--- src/rtl/sequence_generator_fsm_if.sv ---
// Handshake/data bundle for the bit-serial sequence generator.
// master drives the request side; slave is the generator itself.
interface sequence_generator_fsm_if #(
  parameter int unsigned WIDTH = 8,
  parameter int unsigned LEN_W = 4,
  parameter int unsigned REP_W = 3
);
  logic             start;
  logic [WIDTH-1:0] pattern;
  logic [LEN_W-1:0] len;
  logic [REP_W-1:0] repeats;
  logic             abort;
  logic             out;
  logic             valid;
  logic             busy;
  logic             done;
  logic             err;

  modport master (
    output start, pattern, len, repeats, abort,
    input  out, valid, busy, done, err
  );

  modport slave (
    input  start, pattern, len, repeats, abort,
    output out, valid, busy, done, err
  );
endinterface

--- src/rtl/sequence_generator_fsm.sv ---
// Bit-serial pattern transmitter: captures a pattern/length on start and shifts it
// out MSB-first with a valid strobe, optionally repeating with idle gaps in between.
module sequence_generator_fsm #(
  parameter int unsigned WIDTH = 8,
  parameter int unsigned LEN_W = 4,
  parameter int unsigned REP_W = 3,
  parameter int unsigned GAP   = 2
) (
  input logic                   clk,
  input logic                   rst,
  sequence_generator_fsm_if.slave bus
);

  localparam int unsigned GapW = (GAP > 1) ? $clog2(GAP) : 1;

  typedef enum logic [1:0] {StIdle, StShift, StGap, StDone} state_e;

  state_e           state_q;
  logic [WIDTH-1:0] pat_q;    // pattern left-aligned so bit len-1 sits at the MSB
  logic [WIDTH-1:0] sh_q;     // working copy; MSB is the bit currently on out
  logic [LEN_W-1:0] len_q;
  logic [LEN_W-1:0] idx_q;
  logic [REP_W-1:0] rep_q;
  logic [GapW-1:0]  gap_q;
  logic             out_q;
  logic             valid_q;
  logic             busy_q;
  logic             done_q;
  logic             err_q;

  logic             len_ok;
  logic [WIDTH-1:0] aligned;
  logic             last_bit;
  logic             gap_last;

  // Request qualification and left-alignment of the incoming pattern.
  always_comb begin
    len_ok   = (bus.len != '0) && (bus.len <= LEN_W'(WIDTH));
    aligned  = bus.pattern << (LEN_W'(WIDTH) - bus.len);
    last_bit = (idx_q == len_q - LEN_W'(1));
    gap_last = (gap_q == GapW'(GAP - 1));
  end

  // Single-process FSM with registered outputs.
  always_ff @(posedge clk or negedge rst) begin
    if (!rst) begin
      state_q <= StIdle;
      pat_q   <= '0;
      sh_q    <= '0;
      len_q   <= '0;
      idx_q   <= '0;
      rep_q   <= '0;
      gap_q   <= '0;
      out_q   <= 1'b0;
      valid_q <= 1'b0;
      busy_q  <= 1'b0;
      done_q  <= 1'b0;
      err_q   <= 1'b0;
    end else begin
      done_q <= 1'b0;
      err_q  <= 1'b0;
      case (state_q)
        StIdle: begin
          out_q   <= 1'b0;
          valid_q <= 1'b0;
          busy_q  <= 1'b0;
          // abort wins over a coincident start
          if (bus.start && !bus.abort) begin
            if (len_ok) begin
              pat_q   <= aligned;
              sh_q    <= aligned;
              len_q   <= bus.len;
              rep_q   <= bus.repeats;
              idx_q   <= '0;
              out_q   <= aligned[WIDTH-1];
              valid_q <= 1'b1;
              busy_q  <= 1'b1;
              state_q <= StShift;
            end else begin
              err_q <= 1'b1;
            end
          end
        end
        StShift: begin
          if (bus.abort) begin
            out_q   <= 1'b0;
            valid_q <= 1'b0;
            busy_q  <= 1'b0;
            state_q <= StIdle;
          end else if (last_bit) begin
            idx_q <= '0;
            if (rep_q == '0) begin
              out_q   <= 1'b0;
              valid_q <= 1'b0;
              done_q  <= 1'b1;
              state_q <= StDone;
            end else begin
              rep_q <= rep_q - REP_W'(1);
              if (GAP != 0) begin
                gap_q   <= '0;
                out_q   <= 1'b0;
                valid_q <= 1'b0;
                state_q <= StGap;
              end else begin
                // back-to-back frames: reload without a bubble
                sh_q    <= pat_q;
                out_q   <= pat_q[WIDTH-1];
                valid_q <= 1'b1;
              end
            end
          end else begin
            idx_q <= idx_q + LEN_W'(1);
            sh_q  <= sh_q << 1;
            out_q <= sh_q[WIDTH-2];
          end
        end
        StGap: begin
          if (bus.abort) begin
            busy_q  <= 1'b0;
            state_q <= StIdle;
          end else if (gap_last) begin
            sh_q    <= pat_q;
            out_q   <= pat_q[WIDTH-1];
            valid_q <= 1'b1;
            state_q <= StShift;
          end else begin
            gap_q <= gap_q + GapW'(1);
          end
        end
        StDone: begin
          busy_q  <= 1'b0;
          state_q <= StIdle;
        end
        default: begin
          out_q   <= 1'b0;
          valid_q <= 1'b0;
          busy_q  <= 1'b0;
          state_q <= StIdle;
        end
      endcase
    end
  end

  assign bus.out   = out_q;
  assign bus.valid = valid_q;
  assign bus.busy  = busy_q;
  assign bus.done  = done_q;
  assign bus.err   = err_q;

endmodule

--- src/flat_wrapper.sv ---
// flat-port wrapper written by rule: the top's interface ports become plain ports
module sequence_generator_fsm_flat 
#(
  parameter int unsigned WIDTH = 8,
  parameter int unsigned LEN_W = 4,
  parameter int unsigned REP_W = 3,
  parameter int unsigned GAP   = 2
)
  (clk, rst, bus_start, bus_pattern, bus_len, bus_repeats, bus_abort, bus_out, bus_valid, bus_busy, bus_done, bus_err);
  sequence_generator_fsm_if #(.WIDTH(WIDTH), .LEN_W(LEN_W), .REP_W(REP_W)) bus_i ();
  input logic clk;
  input logic rst;
  input wire logic [$bits(bus_i.start)-1:0] bus_start;
  input wire logic [$bits(bus_i.pattern)-1:0] bus_pattern;
  input wire logic [$bits(bus_i.len)-1:0] bus_len;
  input wire logic [$bits(bus_i.repeats)-1:0] bus_repeats;
  input wire logic [$bits(bus_i.abort)-1:0] bus_abort;
  output wire logic [$bits(bus_i.out)-1:0] bus_out;
  output wire logic [$bits(bus_i.valid)-1:0] bus_valid;
  output wire logic [$bits(bus_i.busy)-1:0] bus_busy;
  output wire logic [$bits(bus_i.done)-1:0] bus_done;
  output wire logic [$bits(bus_i.err)-1:0] bus_err;
  assign bus_i.start = bus_start;
  assign bus_i.pattern = bus_pattern;
  assign bus_i.len = bus_len;
  assign bus_i.repeats = bus_repeats;
  assign bus_i.abort = bus_abort;
  assign bus_out = bus_i.out;
  assign bus_valid = bus_i.valid;
  assign bus_busy = bus_i.busy;
  assign bus_done = bus_i.done;
  assign bus_err = bus_i.err;
  sequence_generator_fsm #(.WIDTH(WIDTH), .LEN_W(LEN_W), .REP_W(REP_W), .GAP(GAP)) u_core (.clk(clk), .rst(rst), .bus(bus_i));
endmodule
--- config.mk ---
export PLATFORM = sky130hd
export DESIGN_NAME = sequence_generator_fsm_flat
export DESIGN_NICKNAME = d
export VERILOG_FILES = /design/src/rtl/sequence_generator_fsm_if.sv /design/src/rtl/sequence_generator_fsm.sv /design/src/flat_wrapper.sv
export SDC_FILE = /design/constraint.sdc
export NUM_CORES = 1
export LEC_CHECK = 0
export CORE_ASPECT_RATIO = 1.2
export CORE_MARGIN = 10
export CORE_UTILIZATION = 45
export DETAILED_ROUTE_END_ITERATION = 10
export PLACE_DENSITY = 0.77
export SYNTH_ARGS = -nofsm -noshare
export SYNTH_HDL_FRONTEND = slang
export SYNTH_SLANG_ARGS = --single-unit
--- constraint.sdc ---
create_clock -name clk -period 4.6 [get_ports clk]
set_input_delay 0.69 -clock clk [delete_from_list [all_inputs] [get_ports clk]]
set_output_delay 0.69 -clock clk [all_outputs]
set_load 0.01 [all_outputs]
==> out/qor.txt, run 1 <==
Post-synth EDFFs - 0
Seq/Total Area, Yosys - 38.33%
CP bufs+invs - 2
Synth area leaders - dfrtp_1 (38%), ha_1 (5.1%), nand2_1 (5.1%)
core area - 0.004696 mm2
CP Data Arrival Time - 3560 ps
DR DRC count - 0
Die ar. - 0.008153 mm2
HPWL after DPL - 3781 um
Final setup violation count - 0
Mean Syn Cell Area - 9.445 um2
vias per inst - 5.857
Startpoint Class - primary input
Yosys top cell area share - 38.33%
post-synth top area cell - dfrtp_1
setup_tns - 0 ps
status - completed
post-DR wirelength/cell - 16.14 um
H-tree Lvls - 2
port buffer count - 23
DRT iter0 DRCs - 155
global-route wire length before repair - 9211 um
FF/Latch Area - 850.8 um2
Total Routing Usage GR - 13.09%
Non-Filler Instances - 315
# IOs - 24
area occupied by multi-input gates - 0.001277 mm2
DRT antenna net count - 0
routed via count - 1,845
post-layout util - 55.45%
ANT cells - 0
pin count of the biggest net entering global routing - 35
Syn Nets - 263
Site Rows - 27
CP endpoint kind - register
ys flop type - dfrtp_1
die height - 96.94 um
Final Hold Viols - 0
Clk Latency, worst-skew pair - 290 ps
Clock Path Buffers - 2
CTS Hold Bufs - 0
Slew Viols, Final - 0
vias in the first global route - 1,981
WP depth - 7
Rel. slew slack - 48.52%
CTS resizes - 0
total gr overflow - 0
RSZ-0062 raised after global routing - false
most frequent cells in the layout - dfrtp_1 (34), nand2_1 (30), clkdlybuf4s50_1 (23), o21ai_0 (21), inv_1 (11)
Setup crit start - bus_len[0]
Unique masters post-synth - 52
#FFs+latches synth - 34
final worst-path cycle share - 73.52%
cells along the critical path - clkdlybuf4s50_1 -> clkinv_1 -> ha_1 -> mux2_2 -> o311ai_0 -> o31ai_1 -> mux2_4
Routed WL - 5084 um
most common cell after layout, fill and taps aside - dfrtp_1
largest stage delay on the critical path - 710 ps
Max Clock Skew - 13.72 ps
yosys warns - 0
Post-DP Area - 0.002491 mm2
initial antenna violation count - 0
Fill cells - 442
CTS Buf Count - 5
Sink Count - 34
FF-to-FF End - u_core.sh_q[2]
R2R Path Start - u_core.state_q[1]
power per cell area - 541.0 mW/mm2
Setup Buffers After CTS - 0
reg2reg path depth - 6
Nets - 285
Pre-antenna DRT Iters - 4
Area Growth Syn to Fin - 17.31%
CP Class - in2reg
Crit Path Max Fanout - 13
Max Freq - 295.7 MHz
CP delay by family, top - buffers and inverters
minimum clock period - 3382 ps
VDD IR-drop max - 0.0002606 V
max cap viols - 0
clk root buf - clkbuf_8
worst reg2reg setup slack - 2050 ps
Syn Inst Count - 235
Hold Path Class - reg2reg
asr flop ratio synth - 100.0%
Slew @ Worst Pin - 764.2 ps
initial core utilization - 47.27%
data required time of the worst path - 4780 ps
CTS tree - yes
Critical Path Slowest Stage Cell - clkdlybuf4s50_1
placed cell count - 308
Netlist Area Pre-Place - 0.002220 mm2
routability cong. - 0.8693
Die Wd - 84.11 um
Worst Setup EP - u_core.sh_q[6]
share of cells above drive strength 1 - 10.89%
Final Cell Area - 0.002604 mm2
clk slew on worst S/H paths - 70 ps
Pleak - 1.132 nW
## worst register-to-register path: stages (launching register included)
cell and delay [ps]:
dfrtp_1 380, inv_1 120, ha_1 660, nor3_1 140, a211o_1 300, a221o_1 460, mux2_4 370
## routing by layer
layer	vias to the layer above	GRT usage, %	part of all wire, %
met5	-	0	0
met4	0	5.777	2.8
met3	14	3.434	5.1
met2	46	21.53	49
met1	881	15.47	43
li1	904	-	-
## sequential cells by signal, indices dropped and copies added (netlist names)
| register | count |
|---|---|
| u_core.bus.busy | 1 |
| u_core.bus.done | 1 |
| u_core.bus.err | 1 |
| u_core.bus.out | 1 |
| u_core.bus.valid | 1 |
| u_core.gap_last | 1 |
| u_core.idx_q | 4 |
| u_core.len_q | 4 |
| u_core.pat_q | 8 |
| u_core.rep_q | 3 |
| u_core.sh_q | 7 |
| u_core.state_q | 2 |
## stage by stage
step	total power, mW	worst slack, ps	hold slack (ps)
floorplan	0.9600	1693	394.4
global placement	1.106	977.0	464.3
detailed placement	1.124	919.1	475.6
CTS	1.412	1222	491.6
global route	1.520	1012	518.9
finish	1.409	1218	490.8
## cell families after synthesis
logic type | count (synthesis) | share of synthesized area (%)
xor+xnor | 9 | 4.510
buf+inv | 22 | 4.115
compound gates | 68 | 20.58
flops | 34 | 38.33
mux | 19 | 11.22
simple gates | 74 | 16.18
fa+ha+maj | 9 | 5.073
## power by group
part / total (mW) / internal [mW] / switching (mW)
clock network: 0.284 / 0.173 / 0.111
registers: 0.473 / 0.400 / 0.0735
logic: 0.651 / 0.287 / 0.364
total: 1.41 / 0.860 / 0.548
## how the worst min path moves through the flow
stage | from | end | slack (ps) | cells past startpoint
after floorplan | rst | u_core.bus.busy | 390 | 0
after global placement | u_core.pat_q[0] | u_core.pat_q[0] | 460 | 2
after detailed placement | u_core.pat_q[0] | u_core.pat_q[0] | 480 | 2
after CTS | u_core.pat_q[0] | u_core.pat_q[0] | 490 | 2
after global routing | u_core.pat_q[5] | u_core.pat_q[5] | 520 | 2
final | u_core.pat_q[0] | u_core.pat_q[0] | 490 | 2
## Yosys cell counts, types with 3 or more instances
cell type and n:
a21oi_1 10, a22o_1 7, a31oi_1 3, clkbuf_1 7, dfrtp_1 34, ha_1 9, inv_1 11, mux2_2 6
mux2_4 7, mux2i_1 5, nand2_1 30, nand2b_1 5, nand3_1 9, nor2_1 8, nor3_1 8, o21ai_0 21
o31ai_1 7, xnor2_1 3, xor2_1 4
## cell type report
type,count,share of cell area [%]
sequential,34,32.68
multi-input combinational,179,49.06
tap,58,2.787
inverter,12,1.730
clock inverter,1,1.153
clock buffer,6,3.172
timing repair buffer,25,9.419
(Power assumes the default switching activity.)
==> inputs of run 2 (changes only) <==
Clock period 4.6 ns to 3.24 ns, I/O delays scaled along.
==> out/qor.txt, run 2 (synthesis results as in run 1) <==
status - completed (unchanged)
Nets - 291 (was 285)
Max Freq - 397.3 MHz
initial core utilization - 47.27% (unchanged)
Startpoint Class - primary input (unchanged)
CTS Buf Count - 5 (unchanged)
Net Sw Power - 0.7712 mW (was 0.5482 mW)
post-layout util - 56.35% (was 55.45%)
Routed WL - 5124 um (was 5084 um)
Setup WS pre-CTS - 385.1 ps (was 919.1 ps)
HPWL after DPL - 3764 um (was 3781 um)
Die Wd - 84.11 um (unchanged)
Clock Path Buffers - 2 (unchanged)
R2R Path Start - u_core.state_q[0] (was u_core.state_q[1])
Final Cell Area - 0.002646 mm2 (was 0.002604 mm2)
Die ar. - 0.008153 mm2 (unchanged)
VDD IR-drop max - 0.0003386 V (was 0.0002606 V)
Seq pwr share - 34.2% (was 33.6%)
reg2reg path depth - 6 (unchanged)
Setup Buffers After CTS - 0 (unchanged)
routability cong. - 0.8951 (was 0.8693)
most frequent cells in the layout - dfrtp_1 (34), nand2_1 (30), clkdlybuf4s50_1 (23), o21ai_0 (21), inv_1 (11) (unchanged)
DR DRC count - 0 (unchanged)
Final setup violation count - 0 (unchanged)
switching share of power - 39.15% (was 38.92%)
Fill cells - 420 (was 442)
Top Registers - u_core.pat_q (8), u_core.sh_q (7) (unchanged)
routed via count - 1,847 (was 1,845)
Largest register FFs - 8 (unchanged)
global-route wire length before repair - 8859 um (was 9211 um)
setup_tns - 0 ps (unchanged)
Post-DP Area - 0.002536 mm2 (was 0.002491 mm2)
CP endpoint kind - register (unchanged)
Sink Count - 34 (unchanged)
Worst Setup EP - u_core.sh_q[6] (unchanged)
CP Class - in2reg (unchanged)
Total Routing Usage GR - 12.71% (was 13.09%)
pin count of the biggest net entering global routing - 35 (unchanged)
DRT iter0 DRCs - 123 (was 155)
Final Hold Viols - 0 (unchanged)
Slew Viols, Final - 0 (unchanged)
Setup crit start - bus_len[0] (unchanged)
RSZ-0062 raised after global routing - false (unchanged)
internal power - 1.199 mW (was 0.8605 mW)
Pre-antenna DRT Iters - 4 (unchanged)
vias in the first global route - 1,908 (was 1,981)
Crit Path Max Fanout - 6 (was 13)
final worst-path cycle share - 77.68%
max cap viols - 0 (unchanged)
Area Growth Syn to Fin - 19.22% (was 17.31%)
post-DR wirelength/cell - 15.91 um (was 16.14 um)
final hold slack - 483.6 ps (was 490.8 ps)
share of cells above drive strength 1 - 13.26% (was 10.89%)
initial antenna violation count - 0 (unchanged)
data required time of the worst path - 3430 ps (was 4780 ps)
core area - 0.004696 mm2 (unchanged)
CTS tree - yes (unchanged)
DRT antenna net count - 0 (unchanged)
post-route worst setup slack - 723.3 ps (was 1218 ps)
port buffer count - 23 (unchanged)
power per cell area - 744.4 mW/mm2 (was 541.0 mW/mm2)
Site Rows - 27 (unchanged)
minimum clock period - 2517 ps
CP Data Arrival Time - 2700 ps (was 3560 ps)
vias per inst - 5.736 (was 5.857)
total gr overflow - 0 (unchanged)
largest register by flop count - u_core.pat_q (unchanged)
Slew @ Worst Pin - 755.5 ps (was 764.2 ps)
Max Clock Skew - 10.14 ps (was 13.72 ps)
Hold Path Class - reg2reg (unchanged)
# IOs - 24 (unchanged)
worst reg2reg setup slack - 870 ps (was 2050 ps)
Gate power share - 46.9% (was 46.2%)
ANT cells - 0 (unchanged)
clk root buf - clkbuf_8 (unchanged)
CTS resizes - 0 (unchanged)
Pleak - 1.161 nW (was 1.132 nW)
FF-to-FF End - u_core.sh_q[0] (was u_core.sh_q[2])
CTS Hold Bufs - 0 (unchanged)
Rel. slew slack - 49.10% (was 48.52%)
Clk Latency, worst-skew pair - 300 ps (was 290 ps)
clock power share - 18.9% (was 20.2%)
clk slew on worst S/H paths - 70 ps (about the same)
H-tree Lvls - 2 (unchanged)
most common cell after layout, fill and taps aside - dfrtp_1 (unchanged)
die height - 96.94 um (unchanged)
-- run 2: power by group through the flow --
stage          clock (mW)  combinational (mW)  sequential, mW
6_report            0.372               0.924           0.674
5_1_grt             0.396                1.03           0.694
4_1_cts             0.379               0.931           0.673
3_5_place_dp            0               0.925           0.680
3_3_place_gp            0               0.905           0.674
2_1_floorplan           0               0.705           0.658
-- run 2: metal layers --
metal	track usage, %	vias to the layer above	share of wire [%]
met4	5.263	0	1.2
met5	0	-	0
met2	21.18	47	50
met1	14.65	882	44
met3	3.769	5	5.1
li1	-	913	-
-- run 2: per-stage QoR --
step,cells,power (mW)
after global placement,314,1.579
after floorplan,235,1.363
final,322,1.970
after CTS,322,1.983
after detailed placement,314,1.606
after global routing,322,2.119
-- run 2: final cells by class --
cell class | instances | area [um2] | share of cell area, %
multi-input combinational | 179 | 1277 | 48.27
sequential | 34 | 850.8 | 32.15
tap | 58 | 72.57 | 2.742
inverter | 12 | 45.04 | 1.702
timing repair buffer | 31 | 290.3 | 10.97
clock buffer | 8 | 110.1 | 4.161
-- run 2: worst min-delay path by stage --
stage / startpoint / to / slack (ps) / depth (start not counted)
after floorplan: rst / u_core.bus.busy / 190 / 0
after global placement: u_core.pat_q[0] / u_core.pat_q[0] / 460 / 2
after detailed placement: u_core.pat_q[0] / u_core.pat_q[0] / 470 / 2
after CTS: u_core.pat_q[0] / u_core.pat_q[0] / 480 / 2
after global routing: u_core.pat_q[0] / u_core.pat_q[0] / 500 / 2
final: u_core.pat_q[0] / u_core.pat_q[0] / 480 / 2
-- run 2: worst max-delay path, stage by stage --
cell             delay [ps]
clkdlybuf4s50_1         490
clkinv_1                 90
ha_1                    410
mux2_2                  390
o311ai_0                420
o31ai_1                 130
mux2_4                  280
